**src/rtl/para_regs_mc.sv**
```systemverilog
// para_regs_mc: multi-channel fx-bus parameter block with per-channel AD monitors.
// Optional build macro PARA_REGS_MC_IRQ_EN adds the irq output and CTRL bit2 (IE).
module para_regs_mc #(
    parameter int unsigned NUM_CH = 4,
    parameter int unsigned AD_W   = 12,
    parameter int unsigned CNT_W  = 8
) (
    input  logic                   clk_sys,
    input  logic                   rst_n,
    input  logic [7:0]             dev_id,
    input  logic [NUM_CH*AD_W-1:0] ad_data,
    input  logic                   ad_vld,
    input  logic                   fx_wr,
    input  logic [21:0]            fx_waddr,
    input  logic [7:0]             fx_data,
    input  logic                   fx_rd,
    input  logic [21:0]            fx_raddr,
`ifdef PARA_REGS_MC_IRQ_EN
    output logic                   irq,
`endif
    output logic [7:0]             fx_q
);

    localparam int unsigned CH_W   = 4;
    localparam int unsigned BYTE_W = 8;
    localparam logic [CH_W-1:0] GLOBAL_CH = 4'hF;

    logic              w_sel, r_sel;
    logic [CH_W-1:0]   w_ch, w_reg, r_ch, r_reg;

    logic [BYTE_W-1:0] fx_q_q, fx_q_d, rdata_c;
    logic [BYTE_W-1:0] scratch_q, scratch_d;

    logic              en_q        [NUM_CH];
    logic              en_d        [NUM_CH];
    logic              clr_c       [NUM_CH];
    logic [BYTE_W-1:0] thr_lo_q    [NUM_CH];
    logic [BYTE_W-1:0] thr_lo_d    [NUM_CH];
    logic [BYTE_W-1:0] thr_hi_q    [NUM_CH];
    logic [BYTE_W-1:0] thr_hi_d    [NUM_CH];
    logic [AD_W-1:0]   thr_q       [NUM_CH];
    logic [AD_W-1:0]   thr_d       [NUM_CH];
    logic [AD_W-1:0]   last_q      [NUM_CH];
    logic [AD_W-1:0]   last_d      [NUM_CH];
    logic [AD_W-1:0]   peak_q      [NUM_CH];
    logic [AD_W-1:0]   peak_d      [NUM_CH];
    logic [CNT_W-1:0]  cnt_q       [NUM_CH];
    logic [CNT_W-1:0]  cnt_d       [NUM_CH];
    logic [BYTE_W-1:0] hold_last_q [NUM_CH];
    logic [BYTE_W-1:0] hold_last_d [NUM_CH];
    logic [BYTE_W-1:0] hold_peak_q [NUM_CH];
    logic [BYTE_W-1:0] hold_peak_d [NUM_CH];
`ifdef PARA_REGS_MC_IRQ_EN
    logic              ie_q        [NUM_CH];
    logic              ie_d        [NUM_CH];
    logic              pend_q      [NUM_CH];
    logic              pend_d      [NUM_CH];
    logic              irq_q, irq_d;
`endif

    // Address decode: device match and addr[13:8] must be zero
    assign w_sel = fx_wr && (fx_waddr[21:14] == dev_id) && (fx_waddr[13:8] == 6'd0);
    assign r_sel = fx_rd && (fx_raddr[21:14] == dev_id) && (fx_raddr[13:8] == 6'd0);
    assign w_ch  = fx_waddr[7:4];
    assign w_reg = fx_waddr[3:0];
    assign r_ch  = fx_raddr[7:4];
    assign r_reg = fx_raddr[3:0];

    // Read mux; reads see pre-write state, holds are captured on the L-byte read
    always_comb begin
        rdata_c = 8'h00;
        if (r_sel) begin
            if (r_ch == GLOBAL_CH) begin
                case (r_reg)
                    4'd0:    rdata_c = 8'(NUM_CH);
                    4'd1:    rdata_c = 8'(AD_W);
                    4'd2:    rdata_c = scratch_q;
                    default: rdata_c = 8'h00;
                endcase
            end else begin
                for (int c = 0; c < NUM_CH; c++) begin
                    if (r_ch == CH_W'(c)) begin
                        case (r_reg)
`ifdef PARA_REGS_MC_IRQ_EN
                            4'd0:    rdata_c = {5'd0, ie_q[c], 1'b0, en_q[c]};
`else
                            4'd0:    rdata_c = {7'd0, en_q[c]};
`endif
                            4'd1:    rdata_c = thr_lo_q[c];
                            4'd2:    rdata_c = thr_hi_q[c];
                            4'd4:    rdata_c = last_q[c][7:0];
                            4'd5:    rdata_c = hold_last_q[c];
                            4'd6:    rdata_c = peak_q[c][7:0];
                            4'd7:    rdata_c = hold_peak_q[c];
                            4'd8:    rdata_c = 8'(cnt_q[c]);
                            default: rdata_c = 8'h00;
                        endcase
                    end
                end
            end
        end
        fx_q_d = fx_rd ? rdata_c : fx_q_q;
    end

    // Next-state for registers and per-channel monitors
    always_comb begin
        scratch_d = scratch_q;
        if (w_sel && (w_ch == GLOBAL_CH) && (w_reg == 4'd2)) begin
            scratch_d = fx_data;
        end
`ifdef PARA_REGS_MC_IRQ_EN
        irq_d = 1'b0;
`endif
        for (int c = 0; c < NUM_CH; c++) begin
            en_d[c]        = en_q[c];
            clr_c[c]       = 1'b0;
            thr_lo_d[c]    = thr_lo_q[c];
            thr_hi_d[c]    = thr_hi_q[c];
            thr_d[c]       = thr_q[c];
            last_d[c]      = last_q[c];
            peak_d[c]      = peak_q[c];
            cnt_d[c]       = cnt_q[c];
            hold_last_d[c] = hold_last_q[c];
            hold_peak_d[c] = hold_peak_q[c];
`ifdef PARA_REGS_MC_IRQ_EN
            ie_d[c]        = ie_q[c];
            pend_d[c]      = pend_q[c];
`endif
            if (w_sel && (w_ch == CH_W'(c))) begin
                case (w_reg)
                    4'd0: begin
                        en_d[c]  = fx_data[0];
                        clr_c[c] = fx_data[1];
`ifdef PARA_REGS_MC_IRQ_EN
                        ie_d[c]  = fx_data[2];
`endif
                    end
                    4'd1: thr_lo_d[c] = fx_data;
                    4'd2: begin
                        thr_hi_d[c] = fx_data;
                        thr_d[c]    = AD_W'({fx_data, thr_lo_q[c]});
                    end
                    default: ;
                endcase
            end
            // Sample update, then CLR overrides PEAK and CNT
            if (ad_vld && en_q[c]) begin
                last_d[c] = ad_data[c*AD_W +: AD_W];
                if (ad_data[c*AD_W +: AD_W] > peak_q[c]) begin
                    peak_d[c] = ad_data[c*AD_W +: AD_W];
                end
                if ((ad_data[c*AD_W +: AD_W] > thr_q[c]) && (cnt_q[c] != '1)) begin
                    cnt_d[c] = cnt_q[c] + CNT_W'(1);
                end
            end
            if (clr_c[c]) begin
                peak_d[c] = '0;
                cnt_d[c]  = '0;
            end
            if (r_sel && (r_ch == CH_W'(c))) begin
                if (r_reg == 4'd4) hold_last_d[c] = 8'(last_q[c][AD_W-1:8]);
                if (r_reg == 4'd6) hold_peak_d[c] = 8'(peak_q[c][AD_W-1:8]);
            end
`ifdef PARA_REGS_MC_IRQ_EN
            if (ie_q[c] && (cnt_q[c] == '0) && (cnt_d[c] != '0)) pend_d[c] = 1'b1;
            if (clr_c[c]) pend_d[c] = 1'b0;
            irq_d = irq_d | pend_d[c];
`endif
        end
    end

    // State registers with synchronous active-low reset
    always_ff @(posedge clk_sys) begin
        if (!rst_n) begin
            fx_q_q    <= '0;
            scratch_q <= '0;
`ifdef PARA_REGS_MC_IRQ_EN
            irq_q     <= 1'b0;
`endif
            for (int c = 0; c < NUM_CH; c++) begin
                en_q[c]        <= 1'b0;
                thr_lo_q[c]    <= '0;
                thr_hi_q[c]    <= '0;
                thr_q[c]       <= '1;
                last_q[c]      <= '0;
                peak_q[c]      <= '0;
                cnt_q[c]       <= '0;
                hold_last_q[c] <= '0;
                hold_peak_q[c] <= '0;
`ifdef PARA_REGS_MC_IRQ_EN
                ie_q[c]        <= 1'b0;
                pend_q[c]      <= 1'b0;
`endif
            end
        end else begin
            fx_q_q    <= fx_q_d;
            scratch_q <= scratch_d;
`ifdef PARA_REGS_MC_IRQ_EN
            irq_q     <= irq_d;
`endif
            for (int c = 0; c < NUM_CH; c++) begin
                en_q[c]        <= en_d[c];
                thr_lo_q[c]    <= thr_lo_d[c];
                thr_hi_q[c]    <= thr_hi_d[c];
                thr_q[c]       <= thr_d[c];
                last_q[c]      <= last_d[c];
                peak_q[c]      <= peak_d[c];
                cnt_q[c]       <= cnt_d[c];
                hold_last_q[c] <= hold_last_d[c];
                hold_peak_q[c] <= hold_peak_d[c];
`ifdef PARA_REGS_MC_IRQ_EN
                ie_q[c]        <= ie_d[c];
                pend_q[c]      <= pend_d[c];
`endif
            end
        end
    end

    assign fx_q = fx_q_q;
`ifdef PARA_REGS_MC_IRQ_EN
    assign irq  = irq_q;
`endif

endmodule
```
**config.mk**
```make
export PLATFORM = sky130hd
export DESIGN_NAME = para_regs_mc
export DESIGN_NICKNAME = d
export VERILOG_FILES = /design/src/rtl/para_regs_mc.sv
export SDC_FILE = /design/constraint.sdc
export NUM_CORES = 1
export LEC_CHECK = 0
export BUFFER_PORTS_ARGS = -buffer_cell sky130_fd_sc_hd__buf_4
export CORE_ASPECT_RATIO = 0.5
export CORE_MARGIN = 5
export CORE_UTILIZATION = 60
export CTS_BUF_LIST = sky130_fd_sc_hd__clkbuf_4 sky130_fd_sc_hd__clkbuf_8 sky130_fd_sc_hd__clkbuf_16
export CTS_CLUSTER_DIAMETER = 60
export DETAILED_ROUTE_END_ITERATION = 10
export PLACE_DENSITY = 0.86
export SLEW_MARGIN = 20
export SYNTH_ARGS = -nofsm -noshare
export SYNTH_HDL_FRONTEND = slang
export SYNTH_SLANG_ARGS = --single-unit
```
**constraint.sdc**
```tcl
create_clock -name clk_sys -period 3.85 [get_ports clk_sys]
set_input_delay 0.5775 -clock clk_sys [delete_from_list [all_inputs] [get_ports clk_sys]]
set_output_delay 0.5775 -clock clk_sys [all_outputs]
set_load 0.01 [all_outputs]
```
==> results of run 1 <==
-- cells by family (layout without fill, tap and decap cells) --
group | after synthesis | after routing | share of synthesized area
simple gates | 662 | 662 | 0.198
xor+xnor | 19 | 19 | 0.0106
flops | 292 | 292 | 0.376
fa+ha+maj | 100 | 100 | 0.0800
mux | 157 | 157 | 0.101
compound gates | 438 | 438 | 0.181
buf+inv | 212 | 303 | 0.0541
-- flip-flops by register name, summed over array words and instances, names as in the netlist --
| signal | cells |
|---|---|
| last_q | 48 |
| fx_q | 8 |
| thr_q | 48 |
| scratch_q | 8 |
| peak_q | 48 |
| thr_hi_q | 32 |
| hold_last_q | 16 |
| cnt_q | 32 |
| hold_peak_q | 16 |
| en_q | 4 |
| thr_lo_q | 32 |
-- power groups by stage --
stage | Clock [µW] | Sequential (µW) | Combinational [µW]
after global placement | 0 | 3170 | 635
after detailed placement | 0 | 3170 | 651
final | 2930 | 3110 | 677
after CTS | 2930 | 3100 | 657
after global routing | 3060 | 3110 | 726
after floorplan | 0 | 3160 | 377
-- worst reg2reg max path, delay by kind of cell (launching register included) --
kind,cells,cell delay [ns]
and+or+nand+nor,3,1.37
AOI/OAI and AO/OA,3,0.55
buffers and inverters,1,0.05
adders and majority gates,1,0.30
DFF,1,0.31
-- path summary, 6_finish.rpt --
path / startpoint / to / cells after the start
max: dev_id[0] / thr_hi_q[1][5] / 8
min: ad_data[37] / last_q[3][1] / 3
max reg2reg: thr_q[0][2] / cnt_q[0][6] / 8
min reg2reg: last_q[1][10] / last_q[1][10] / 2
-- synthesized netlist by cell type, drive strengths merged (8+ instances only) --
| library cell | n |
|---|---|
| nand2b | 19 |
| a22oi | 33 |
| nand3 | 47 |
| clkbuf | 73 |
| ha | 100 |
| a21oi | 163 |
| nor2b | 27 |
| mux2i | 153 |
| dfxtp | 289 |
| nand4 | 34 |
| or3 | 11 |
| a22o | 18 |
| nand2 | 327 |
| a211oi | 12 |
| a21o | 19 |
| o21a | 10 |
| nor3 | 20 |
| xor2 | 10 |
| buf | 34 |
| o21ai | 58 |
| nor2 | 102 |
| xnor2 | 9 |
| and2 | 18 |
| and3 | 19 |
| o211ai | 54 |
| inv | 104 |
| nor4 | 8 |
| o221ai | 9 |
-- routing by layer --
| metal | track usage | part of all wire | vias up |
|---|---|---|---|
| met3 | 0.0679 | 0.11 | 159 |
| li1 | - | - | 6815 |
| met5 | 0 | 0 | - |
| met1 | 0.450 | 0.42 | 6963 |
| met4 | 0.121 | 0.036 | 0 |
| met2 | 0.517 | 0.43 | 849 |
-- cell type report --
cell class	count	area, µm²	area share
flip-flops and latches	292	5880	0.331
clock buffers	31	701	0.0395
inverters	105	397	0.0223
clock inverters	15	250	0.0141
multi-input cells	1376	8950	0.504
repair buffers	152	1150	0.0650
well taps	344	430	0.0242
-- through the flow --
| stage | util | power [µW] |
|---|---|---|
| after floorplan | - | 3530 |
| after global placement | 0.661 | 3810 |
| after detailed placement | 0.661 | 3820 |
| after CTS | 0.698 | 6690 |
| after global routing | 0.698 | 6890 |
| final | 0.698 | 6720 |
==> metrics.csv, run 1 <==
metric,value,unit
fillers,1985,
Worst setup EP type,flip-flop,
# IOs,121,
Clock Latency Late Sink,0.58,ns
max incr delay on CP,0.67,ns
"most common cell after layout, fill and taps aside",nand2_1,
Synthesis Warnings,0,
Crit path arrival time,3.22,ns
P_sw,1690,µW
cts repair resizes,0,
height of the chip,124,µm
worst vdd ir,0.321,mV
cell count after synthesis,1880,
syn_nets,2093,
Tcrit/Tclk final,0.713,
CP Launch Type,input port,
Die X,238,µm
"reg-to-reg slack, setup",1.21,ns
CTS Buffer Depth,3,
Num Clock Sinks,292,
antenna violations before repair,0,
critical-path maximum fanout,21,
GP Congestion,1.03,
Final Max Tran Viols,0,
Cell Rows,41,
Final nets,2166,
Setup CP Type,input port to flip-flop,
worst hold margin,0.283,ns
hold_buf cts,0,
post-DR wirelength/cell,21.6,µm
PnR worst setup slack,1.11,ns
synthesis-to-finish area growth,13.5,%
GR Util All Layers,0.328,
Setup TNS Final,0,ns
hold crit path type,input port to flip-flop,
Worst Clk Skew,0.0398,ns
most frequent cells in the layout,"327 x nand2_1, 289 x dfxtp_1, 163 x a21oi_1",
Core ar.,0.0254,mm²
worst endpoint required time,4.32,ns
logic gate share of total power,0.101,
Max-cap violations,0,
RSZ-0062 raised after global routing,false,
Final setup viols,0,
"Hold Violations, Final",0,
PwrDens,378,mW/mm²
cell breakdown of the critical path,buf_4 > xor2_1 > or4_1 > nor4_4 > buf_4 > and2_1 > nand2_1 > a21oi_1,
Reg power frac,0.462,
number of flops mapped to enable cells by yosys,3,
clock share of power,0.437,
CTS tree,built,
Mean Syn Cell Area,8.32,µm²
Slew HR,0.307,
Layout Cells excl Fill,2315,
DRT antenna net count,0,
post-detail-place hpwl,35700,µm
Post-Syn Area,0.0156,mm²
top cell type's share of synthesized area,0.370,
via count,14800,
die footprint,0.0296,mm²
family with the most delay on the worst path,simple AND/OR/NAND/NOR gates,
Via density,6.39,
clock period minus worst slack,2.74,ns
global-route wire length before repair,76800,µm
top area cells in the synthesized netlist,"dfxtp_1 37%, mux2i_1 9.8%, ha_1 8.0%",
crit-path most repeated cell,buf_4,
H-tree levels,1,
leading area contributor after synthesis,dfxtp_1,
sequential share of the synthesized area,0.376,
Synth Register Bits,292,
internal power,5030,µW
DR iter-0 viols,2011,
GRT overflow,0,
status,completed,
Detailed Routing Iterations Pass 1,6,
largest net degree at the start of global routing,129,
DP Worst Slack,0.662,ns
async set-or-reset flop fraction in the synthesized netlist,0,
Placed Area,0.0168,mm²
post-CTS repair timing setup buffer count,0,
Sw Share,0.251,
Yosys cell types,72,
Worst-path clk slew,0.07,ns
Antenna Cells,0,
CP max stage cell,and2_1,
"wirelength, routed",49900,µm
clk root buf,clkbuf_16,
drt drc,0,
# port buffers,120,
layout cells sized above 1,0.114,
vias in the first global route,13900,
Inst Count DP,2269,
static leakage,0.00761,µW
Worst Max-Slew Pin Slew,1.04,ns
commonest register cell after synthesis,dfxtp_1,
post-route cell area,0.0178,mm²
worst path bufs/invs,2,
Starting Density,0.615,
Max Fclk,364,MHz
Num CTS Buffers,26,
Note: power is estimated with default switching activity, not from simulation.
==> inputs of run 2 (changes only) <==
--- a/config.mk
+++ b/config.mk
@@ -5,6 +5,7 @@
 export SDC_FILE = /design/constraint.sdc
 export NUM_CORES = 1
 export LEC_CHECK = 0
+export ABC_AREA = 1
 export BUFFER_PORTS_ARGS = -buffer_cell sky130_fd_sc_hd__buf_4
 export CORE_ASPECT_RATIO = 0.5
 export CORE_MARGIN = 5
==> constraint.sdc (replaced) <==
create_clock -name clk_sys -period 2.6 [get_ports clk_sys]
set_input_delay 0.39 -clock clk_sys [delete_from_list [all_inputs] [get_ports clk_sys]]
set_output_delay 0.39 -clock clk_sys [all_outputs]
set_load 0.01 [all_outputs]
==> metrics.csv, run 2 <==
metric,value,unit,change
Via density,5.73,,was 6.39
commonest register cell after synthesis,dfxtp_1,,unchanged
P_sw,2430,µW,was 1690 µW
Final setup viols,0,,unchanged
Mean Syn Cell Area,7.06,µm²,was 8.32 µm²
H-tree levels,1,,unchanged
Setup CP Type,flip-flop to flip-flop,,was input port to flip-flop
CTS tree,built,,unchanged
Worst Setup EP,cnt_q[0][3],,was thr_hi_q[1][5]
CTS Buffer Depth,3,,unchanged
largest net degree at the start of global routing,100,,was 129
Worst setup EP type,flip-flop,,unchanged
worst vdd ir,0.447,mV,was 0.321 mV
r2r endpoint,cnt_q[0][3],,was cnt_q[0][6]
GRT overflow,0,,unchanged
layout cells sized above 1,0.0997,,was 0.114
"reg-to-reg slack, setup",0.46,ns,was 1.21 ns
cell count after synthesis,2155,,was 1880
internal power,7350,µW,was 5030 µW
post-route cell area,0.0175,mm²,was 0.0178 mm²
Layout Cells excl Fill,2620,,was 2315
Final Max Tran Viols,0,,unchanged
vias in the first global route,13900,,about the same
Antenna Cells,0,,unchanged
cts repair resizes,0,,unchanged
Slew HR,0.302,,was 0.307
synthesis-to-finish area growth,14.7,%,was 13.5%
Worst Clk Skew,0.0156,ns,was 0.0398 ns
Setup TNS Final,0,ns,unchanged
Top Registers,"last_q (48), peak_q (48), thr_q (48)",,unchanged
Worst-path clk slew,0.07,ns,about the same
# IOs,121,,unchanged
DR iter-0 viols,1734,,was 2011
CP Launch Type,flip-flop,,was input port
Crit path arrival time,2.56,ns,was 3.22 ns
"most common cell after layout, fill and taps aside",nand2_1,,unchanged
Sw Share,0.249,,was 0.251
Placed Area,0.0165,mm²,was 0.0168 mm²
cell breakdown of the critical path,inv_1 > ha_1 > nand2_1 > nor2_1 > nand2_1 > nor3_1 > a311oi_2 > nand2_1 > o21ai_1 > a21oi_1,,was buf_4 > xor2_1 > or4_1 > nor4_4 > buf_4 > and2_1 > nand2_1 > a21oi_1
number of flops mapped to enable cells by yosys,3,,unchanged
logic gate share of total power,0.096,,was 0.101
top area cells in the synthesized netlist,"dfxtp_1 38%, nand2_1 11%, ha_1 8.2%",,"was dfxtp_1 37%, mux2i_1 9.8%, ha_1 8.0%"
static leakage,0.00747,µW,was 0.00761 µW
Post-Syn Area,0.0152,mm²,was 0.0156 mm²
Reg power frac,0.470,,was 0.462
most frequent cells after synthesis,"428 x nand2_1, 292 x inv_1, 289 x dfxtp_1, 236 x a21oi_1, 196 x nor2_1",,"was 327 x nand2_1, 289 x dfxtp_1, 163 x a21oi_1, 153 x mux2i_1, 104 x inv_1"
max incr delay on CP,0.47,ns,was 0.67 ns
"Hold Violations, Final",0,,unchanged
Final nets,2471,,was 2166
syn_nets,2368,,was 2093
GR Util All Layers,0.298,,was 0.328
Clock Latency Late Sink,0.55,ns,was 0.58 ns
clock share of power,0.434,,was 0.437
Max Fclk,468,MHz,
async set-or-reset flop fraction in the synthesized netlist,0,,unchanged
post-CTS repair timing setup buffer count,0,,unchanged
Max-cap violations,0,,unchanged
GP Congestion,0.926,,was 1.03
# port buffers,120,,unchanged
Detailed Routing Iterations Pass 1,5,,was 6
"wirelength, routed",44700,µm,was 49900 µm
Critical Path Start,thr_q[0][4],,was dev_id[0]
height of the chip,123,µm,was 124 µm
Inst Count DP,2573,,was 2269
crit-path most repeated cell,nand2_1,,was buf_4
Worst Reg2Reg Path Length in Cells,10,,was 8
Starting Density,0.607,,was 0.615
post-DR wirelength/cell,17.0,µm,was 21.6 µm
leading area contributor after synthesis,dfxtp_1,,unchanged
global-route wire length before repair,70600,µm,was 76800 µm
Synth Register Bits,292,,unchanged
DRT antenna net count,0,,unchanged
hold crit path type,input port to flip-flop,,unchanged
hold_buf cts,0,,unchanged
Tcrit/Tclk final,0.822,,
PwrDens,560,mW/mm²,was 378 mW/mm²
Core ar.,0.0251,mm²,was 0.0254 mm²
Die X,235,µm,was 238 µm
Synthesis Warnings,0,,unchanged
drt drc,0,,unchanged
RSZ-0062 raised after global routing,false,,unchanged
"count leader, synth",nand2_1,,unchanged
worst endpoint required time,3.02,ns,was 4.32 ns
Worst Max-Slew Pin Slew,1.05,ns,was 1.04 ns
post-detail-place hpwl,32500,µm,was 35700 µm
clock period minus worst slack,2.14,ns,
Reg2Reg Launch Point,thr_q[0][4],,was thr_q[0][2]
most frequent cells in the layout,"428 x nand2_1, 292 x inv_1, 289 x dfxtp_1",,"was 327 x nand2_1, 289 x dfxtp_1, 163 x a21oi_1"
via count,15000,,was 14.8k
die footprint,0.0288,mm²,was 0.0296 mm²
Num Clock Sinks,292,,unchanged
status,completed,,unchanged
critical-path maximum fanout,9,,was 21
Num CTS Buffers,27,,was 26
antenna violations before repair,0,,unchanged
Yosys cell types,42,,was 72
clk root buf,clkbuf_16,,unchanged
sequential share of the synthesized area,0.386,,was 0.376
CP max stage cell,a311oi_2,,was and2_1
Cell Rows,41,,unchanged
top cell type's share of synthesized area,0.380,,was 0.370
run 2: cell count changes in the layout (fill, tap and decap cells not counted), sizes merged, moves of 22 or more:
cell   previous run  this run
inv             105       295
mux2i           153         0
o21ai            58       174
nor2            102       204
nand2           327       428
a21oi           163       236
nand3            47       107
a22oi            33         0
nor2b            27         0
o22ai             7        29
run 2: through the flow:
step            util  worst slack (ns)  hold WS (ns)  power, µW
2_1_floorplan      -             0.701         0.424       5190
3_3_place_gp   0.659             0.323         0.431       5580
3_5_place_dp   0.659             0.292         0.436       5600
4_1_cts        0.696             0.489         0.102       9770
5_1_grt        0.696             0.270         0.116      10100
6_report       0.696             0.462         0.115       9780
run 2: area by class of cell:
type	count	area, µm²
clock inverter	14	183
timing repair buffer	163	1260
fill	1983	7630
tap	344	430
multi-input combinational	1478	7840
clock buffer	33	752
inverter	296	1110
sequential	292	5880
run 2: kinds of logic (layout without fill, tap and decap cells):
kind of cell,after synthesis,count (layout),share of synthesized area
and+or+nand+nor,827,827,0.228
AOI/OAI and AO/OA,532,532,0.194
buffers and inverters,385,506,0.0983
DFF,292,292,0.386
adders and majority gates,100,100,0.0822
xor gates and xnor gates,19,19,0.0109
run 2: power groups by stage:
stage          logic (µW)  clock network, µW  registers [µW]
6_report              935               4250            4600
2_1_floorplan         511                  0            4680
5_1_grt              1030               4460            4600
3_3_place_gp          878                  0            4700
3_5_place_dp          901                  0            4700
4_1_cts               912               4260            4600
run 2: worst min-delay path by stage:
stage,depth (start not counted),start,endpoint
global route,3,ad_data[0],peak_q[0][0]
detailed placement,2,scratch_q[6],scratch_q[6]
finish,3,ad_data[12],peak_q[1][0]
CTS,3,ad_data[0],peak_q[0][0]
global placement,2,hold_peak_q[0][0],hold_peak_q[0][0]
floorplan,2,scratch_q[3],scratch_q[3]
run 2: layer usage:
| layer | track usage | share of wire | up-vias |
|---|---|---|---|
| met5 | 0 | 0 | - |
| met4 | 0.0768 | 0.029 | 0 |
| met3 | 0.0709 | 0.097 | 106 |
| met2 | 0.493 | 0.46 | 669 |
| met1 | 0.397 | 0.42 | 6896 |
| li1 | - | - | 7353 |
run 2: critical path, delay by kind of cell (launching register included):
family / cells / cell delay [ns]
adder cells (fa/ha/maj): 1 / 0.27
buffers and inverters: 1 / 0.06
AO/OA/AOI/OAI: 3 / 0.73
AND/OR/NAND/NOR: 5 / 0.59
flip-flops: 1 / 0.37
